**src/rtl/spi_slave_core.sv**
```systemverilog
// SPI slave core: synchronizes the master's sclk/ss/mosi into PCLK, shifts one byte
// per 8 sample edges, and exchanges bytes through a one-deep tx buffer and rx holding register.
module spi_slave_core (
  input  logic       PCLK,
  input  logic       PRESET,
  input  logic       sclk,
  input  logic       ss,
  input  logic       mosi,
  output logic       miso,
  output logic       miso_oe,
  input  logic       cpol,
  input  logic       cpha,
  input  logic       lsbfe,
  input  logic [7:0] tx_data,
  input  logic       tx_load,
  output logic       tx_ready,
  output logic [7:0] rx_data,
  output logic       rx_valid,
  input  logic       rx_rd,
  output logic       overrun,
  input  logic       ovr_clr,
  output logic       busy
);

  typedef enum logic {
    IDLE   = 1'b0,
    ACTIVE = 1'b1
  } state_e;

  // Synchronizer chains plus the registered copy used for edge detection.
  logic sclk_s1_q, sclk_s1_d, sclk_s2_q, sclk_s2_d, sclk_prev_q, sclk_prev_d;
  logic ss_s1_q, ss_s1_d, ss_s2_q, ss_s2_d, ss_prev_q, ss_prev_d;
  logic mosi_s1_q, mosi_s1_d, mosi_s2_q, mosi_s2_d;

  state_e     state_q, state_d;
  logic [2:0] bit_cnt_q, bit_cnt_d;
  logic [7:0] tx_sh_q, tx_sh_d;
  logic [7:0] rx_sh_q, rx_sh_d;
  logic [7:0] rx_data_q, rx_data_d;
  logic       rx_valid_q, rx_valid_d;
  logic       overrun_q, overrun_d;
  logic [7:0] tx_buf_q, tx_buf_d;
  logic       tx_full_q, tx_full_d;

  logic       sclk_rise, sclk_fall, lead_edge, trail_edge;
  logic       sample_edge, shift_edge, ss_fall, ss_rise;
  logic       byte_done, consume, ovr_set;
  logic [7:0] rx_next, tx_next, tx_reload;

  always_comb begin
    sclk_rise   = sclk_s2_q & ~sclk_prev_q;
    sclk_fall   = ~sclk_s2_q & sclk_prev_q;
    lead_edge   = cpol ? sclk_fall : sclk_rise;
    trail_edge  = cpol ? sclk_rise : sclk_fall;
    sample_edge = cpha ? trail_edge : lead_edge;
    shift_edge  = cpha ? lead_edge : trail_edge;
    ss_fall     = ~ss_s2_q & ss_prev_q;
    ss_rise     = ss_s2_q & ~ss_prev_q;
  end

  always_comb begin
    // NOTE: every _d is given a default before any branch so no latch can be inferred.
    sclk_s1_d   = sclk;
    sclk_s2_d   = sclk_s1_q;
    sclk_prev_d = sclk_s2_q;
    ss_s1_d     = ss;
    ss_s2_d     = ss_s1_q;
    ss_prev_d   = ss_s2_q;
    mosi_s1_d   = mosi;
    mosi_s2_d   = mosi_s1_q;

    state_d    = state_q;
    bit_cnt_d  = bit_cnt_q;
    tx_sh_d    = tx_sh_q;
    rx_sh_d    = rx_sh_q;
    rx_data_d  = rx_data_q;
    rx_valid_d = rx_valid_q;
    overrun_d  = overrun_q;
    tx_buf_d   = tx_buf_q;
    tx_full_d  = tx_full_q;
    byte_done  = 1'b0;
    consume    = 1'b0;
    ovr_set    = 1'b0;

    rx_next   = lsbfe ? {mosi_s2_q, rx_sh_q[7:1]} : {rx_sh_q[6:0], mosi_s2_q};
    tx_next   = lsbfe ? {1'b0, tx_sh_q[7:1]} : {tx_sh_q[6:0], 1'b0};
    tx_reload = tx_full_q ? tx_buf_q : 8'h00;

    unique case (state_q)
      IDLE: begin
        if (ss_fall) begin
          state_d   = ACTIVE;
          bit_cnt_d = 3'd0;
          rx_sh_d   = 8'h00;
          tx_sh_d   = tx_reload;
          consume   = 1'b1;
        end
      end
      ACTIVE: begin
        if (ss_rise) begin
          state_d   = IDLE;
          bit_cnt_d = 3'd0;
          rx_sh_d   = 8'h00;
          tx_sh_d   = 8'h00;
        end else if (sample_edge) begin
          rx_sh_d   = rx_next;
          bit_cnt_d = bit_cnt_q + 3'd1;
          if (bit_cnt_q == 3'd7) begin
            byte_done = 1'b1;
            consume   = 1'b1;
            tx_sh_d   = tx_reload;
          end
        end else if (shift_edge && bit_cnt_q != 3'd0) begin
          // A shift edge at count 0 is either the cpha=1 first edge or the edge right
          // after a reload; in both cases the freshly loaded first bit must stay on miso.
          tx_sh_d = tx_next;
        end
      end
      default: state_d = IDLE;
    endcase

    if (byte_done && (!rx_valid_q || rx_rd)) begin
      rx_data_d  = rx_next;
      rx_valid_d = 1'b1;
    end else begin
      ovr_set = byte_done;
      if (rx_rd) rx_valid_d = 1'b0;
    end

    if (ovr_set)      overrun_d = 1'b1;
    else if (ovr_clr) overrun_d = 1'b0;

    if (consume) begin
      tx_full_d = 1'b0;
    end else if (tx_load && !tx_full_q) begin
      tx_buf_d  = tx_data;
      tx_full_d = 1'b1;
    end
  end

  always_ff @(posedge PCLK) begin
    // NOTE: sequential state uses non-blocking assignments only, so every flop sees pre-edge values.
    if (PRESET) begin
      sclk_s1_q   <= cpol;
      sclk_s2_q   <= cpol;
      sclk_prev_q <= cpol;
      ss_s1_q     <= 1'b1;
      ss_s2_q     <= 1'b1;
      ss_prev_q   <= 1'b1;
      mosi_s1_q   <= 1'b0;
      mosi_s2_q   <= 1'b0;
      state_q     <= IDLE;
      bit_cnt_q   <= 3'd0;
      tx_sh_q     <= 8'h00;
      rx_sh_q     <= 8'h00;
      rx_data_q   <= 8'h00;
      rx_valid_q  <= 1'b0;
      overrun_q   <= 1'b0;
      tx_buf_q    <= 8'h00;
      tx_full_q   <= 1'b0;
    end else begin
      sclk_s1_q   <= sclk_s1_d;
      sclk_s2_q   <= sclk_s2_d;
      sclk_prev_q <= sclk_prev_d;
      ss_s1_q     <= ss_s1_d;
      ss_s2_q     <= ss_s2_d;
      ss_prev_q   <= ss_prev_d;
      mosi_s1_q   <= mosi_s1_d;
      mosi_s2_q   <= mosi_s2_d;
      state_q     <= state_d;
      bit_cnt_q   <= bit_cnt_d;
      tx_sh_q     <= tx_sh_d;
      rx_sh_q     <= rx_sh_d;
      rx_data_q   <= rx_data_d;
      rx_valid_q  <= rx_valid_d;
      overrun_q   <= overrun_d;
      tx_buf_q    <= tx_buf_d;
      tx_full_q   <= tx_full_d;
    end
  end

  assign busy     = (state_q == ACTIVE);
  assign miso_oe  = busy;
  assign miso     = busy & (lsbfe ? tx_sh_q[0] : tx_sh_q[7]);
  assign tx_ready = ~tx_full_q;
  assign rx_data  = rx_data_q;
  assign rx_valid = rx_valid_q;
  assign overrun  = overrun_q;

endmodule

```
**config.mk**
```make
export PLATFORM = sky130hd
export DESIGN_NAME = spi_slave_core
export DESIGN_NICKNAME = d
export VERILOG_FILES = /design/src/rtl/spi_slave_core.sv
export SDC_FILE = /design/constraint.sdc
export NUM_CORES = 1
export LEC_CHECK = 0
export ABC_AREA = 1
export BUFFER_PORTS_ARGS = -buffer_cell sky130_fd_sc_hd__buf_4
export CORE_ASPECT_RATIO = 0.75
export CORE_UTILIZATION = 56
export CTS_BUF_LIST = sky130_fd_sc_hd__clkbuf_4
export DETAILED_ROUTE_END_ITERATION = 10
export PLACE_DENSITY = 0.85
export SYNTH_ARGS = -nofsm -noshare
export SYNTH_HDL_FRONTEND = slang
export SYNTH_SLANG_ARGS = --single-unit
export TNS_END_PERCENT = 30
```
**constraint.sdc**
```tcl
create_clock -name PCLK -period 2 [get_ports PCLK]
set_clock_uncertainty 0.05 [all_clocks]
set_input_delay 0 -clock PCLK [delete_from_list [all_inputs] [get_ports PCLK]]
set_output_delay 0 -clock PCLK [all_outputs]
set_load 0.01 [all_outputs]
```
==> out/results.ini <==
[layout]
drive_gt1_share_pct=16.8
final_common_cell=nand2_1
regArea_um2=941
area_growth_pct=20.1
num-fill-cells=333
final_nets=437
multiInputGateArea_um2=1230
final_cell_mix=nand2_1, nor2_1, dfxtp_1
n_antenna_cell=0

[placed_design]
gp_congestion=0.812
numPortBuffers=32
dp_hpwl_mm=3.51

[synth]
syn_nets=390
synth_cell_type_count=26
synth_compound_area_share_pct=8.16
ys_warn_count=0
synth_area_um2=2450
ys_seq_elements=47
synth.avg_cell_area_um2=6.67
seq_area_frac_synth_pct=38.3
synth_xor_area_share_pct=0
syn_inst=368
synthAdderAreaFrac_pct=1.53
synth.area.mux_share_pct=0.408
synth-simple-area-share_pct=40.0
synth_top_family_by_area=simple AND/OR/NAND/NOR gates

[min_path]
worst_hold_path_type=in2reg
hold_path_end=rx_data[1]$_SDFFE_PP0P_
hp-start=lsbfe
whs_path_depth=5

[die]
io_pins=33
start_util_pct=59.4
rows=20
core_area_um2=4130
die_w_um=78.4
dieArea_um2=4650
die_y_um=59.3

[worst_setup_path]
worstRegToRegCells=9
slowest_stage=dfxtp_1
path_cells=ha_1, ha_1, inv_1, nor2_1, nand3_4, nor2_4, nand2_1, nand2_1, nor2_1
reg2reg_to=rx_data[6]$_SDFFE_PP0P_
path_buf_inv=1
cpPeakStageDelay_ns=0.38
end_kind=flop
critPathTopFamily=simple AND/OR/NAND/NOR gates
worst_setup_path_start_kind=flop
reg2reg_from=bit_cnt_q[0]$_SDFFE_PP0P_
worstPathMaxFanout=16
rrSetupSlack_ns=0.22
cp.arrival_ns=2.01
cp.depth=9
worstPathRequired_ns=2.23
worstSetupPathType=reg2reg

[timing]
timing.slew.headroom_pct=75.8
period_minus_slack_ns=1.78
finalHoldViolCount=0
drv_slew=0
setup-violations-final=0
rsz0062_at_grt=false
tns_ns=0
clock.fmax_ghz=0.563
fin_crit_sh_pct=88.8
worst_slew_pin_slew_ns=0.363

[pwr]
p_switching_uw=572
power_mw=1.89
ir_drop_uv=505
combPwrFrac_pct=20.9
pwr-share-clk_pct=25.0
powerDensity_nw_per_um2=641
p_sw_share_pct=30.3
seq_power_share_pct=54.2
total_leakage_power_nw=1.43
power.internal_mw=1.32

[clock_tree]
clockBufferDepth=2
cts_resized=0
cts_max_level=2
insertion_delay_ns=0.37
postCtsHoldBufs=20
clockRootBuffer=clkbuf_4
cts_tree=yes
cts_inserted_buffers=5
cts.sinks=47
postCtsSetupBuffers=0
clk_pin_slew_ns=0.13

[routing]
wl_per_cell_um=11.4
via_per_inst=5.03
routed_wl_mm=5.36
drc_errors=0
antenna_left=0
dr.pass1.iters=4
via_count=2371
drt_iter0_drc=135

[grt]
grt_pass1_wl_mm=9.09
grt_pass1_vias=2072
grt.total_usage_pct=25.2
antenna_found_initial=0
grt_max_degree=26
gr-total-overflow=0

[flow_run]
cap_violations=0

[status]
status=complete, no violations

per-layer routing:
metal	share of wire [%]	GRT usage (%)	vias up
li1	-	-	1234
met1	48	32.0	1070
met2	45	42.1	57
met3	5.5	5.54	10
met4	1.7	10.3	0
met5	0	0	-
cell type report:
cell class / count / area share, %
clock buffer: 7 / 1.78
clock inverter: 1 / 0.170
inverter: 42 / 5.35
multi-input combinational: 260 / 41.7
sequential: 47 / 31.9
tap: 55 / 2.33
timing repair buffer: 59 / 16.7
synth_stat cells:
cell | count | share of area [%]
nor2_4 | 1 | 0.46
inv_1 | 37 | 5.7
a21oi_1 | 18 | 3.7
nor3_2 | 2 | 0.82
nand2_4 | 3 | 1.4
o21ai_0 | 19 | 3.9
o211ai_1 | 1 | 0.31
nor3_1 | 1 | 0.20
nand3_4 | 1 | 0.71
nand4_4 | 1 | 0.87
o21a_1 | 1 | 0.31
nand3_1 | 35 | 7.1
or2_2 | 2 | 0.51
nand3_2 | 5 | 2.0
clkbuf_1 | 5 | 0.76
buf_6 | 5 | 2.3
nand2_1 | 99 | 15
mux2i_1 | 1 | 0.41
ha_1 | 3 | 1.5
buf_2 | 7 | 1.4
clkinv_1 | 2 | 0.31
nand2_2 | 5 | 1.3
nor2_1 | 62 | 9.5
dfxtp_1 | 47 | 38
buf_4 | 2 | 0.61
inv_2 | 3 | 0.46
power by group through the flow:
stage | combinational [mW] | clock, mW | sequential, mW
finish | 0.394 | 0.472 | 1.02
global route | 0.444 | 0.520 | 1.03
CTS | 0.390 | 0.475 | 1.02
detailed placement | 0.357 | 0 | 1.04
global placement | 0.347 | 0 | 1.04
floorplan | 0.284 | 0 | 1.03
logic make-up after synthesis:
family / Yosys count
flops: 47
fa+ha+maj: 3
buf+inv: 61
simple gates: 217
compound gates: 39
mux: 1
worst max-delay path by stage:
stage / startpoint / to / slack, ns
2_1_floorplan: bit_cnt_q[0]$_SDFFE_PP0P_ / rx_data[2]$_SDFFE_PP0P_ / 0.45
3_3_place_gp: bit_cnt_q[0]$_SDFFE_PP0P_ / rx_data[4]$_SDFFE_PP0P_ / 0.30
3_5_place_dp: bit_cnt_q[0]$_SDFFE_PP0P_ / rx_data[4]$_SDFFE_PP0P_ / 0.27
4_1_cts: bit_cnt_q[0]$_SDFFE_PP0P_ / rx_data[6]$_SDFFE_PP0P_ / 0.21
5_1_grt: bit_cnt_q[0]$_SDFFE_PP0P_ / rx_data[3]$_SDFFE_PP0P_ / 0.09
6_report: bit_cnt_q[0]$_SDFFE_PP0P_ / rx_data[6]$_SDFFE_PP0P_ / 0.22
through the flow:
| stage | hold WS, ns | util, % | area, µm² | std cells | setup slack (ns) |
|---|---|---|---|---|---|
| 2_1_floorplan | 0.0531 | - | 2450 | 368 | 0.448 |
| 3_3_place_gp | 0.136 | 65.2 | 2690 | 443 | 0.299 |
| 3_5_place_dp | 0.138 | 65.2 | 2690 | 443 | 0.269 |
| 4_1_cts | 0.132 | 71.4 | 2950 | 471 | 0.213 |
| 5_1_grt | 0.168 | 71.4 | 2950 | 471 | 0.0932 |
| 6_report | 0.142 | 71.4 | 2950 | 471 | 0.223 |
tightest hold or removal path, delay by kind of cell:
kind                   cells  cell delay, ns
buffers and inverters      1            0.19
AND/OR/NAND/NOR            3            0.18
multiplexers               1            0.16
flip-flops by register name, summed over array words and instances, names as in the netlist:
name,cells
sclk_s1_q,1
mosi_s1_q,1
busy,1
rx_data,8
bit_cnt_q,3
rx_valid,1
overrun,1
ss_prev_d,1
tx_sh_q,8
sclk_prev_d,1
tx_full_q,1
rx_sh_q,8
tx_buf_q,8
mosi_s2_q,1
ss_prev_q,1
sclk_prev_q,1
ss_s1_q,1
Note: power is estimated with default switching activity, not from simulation.
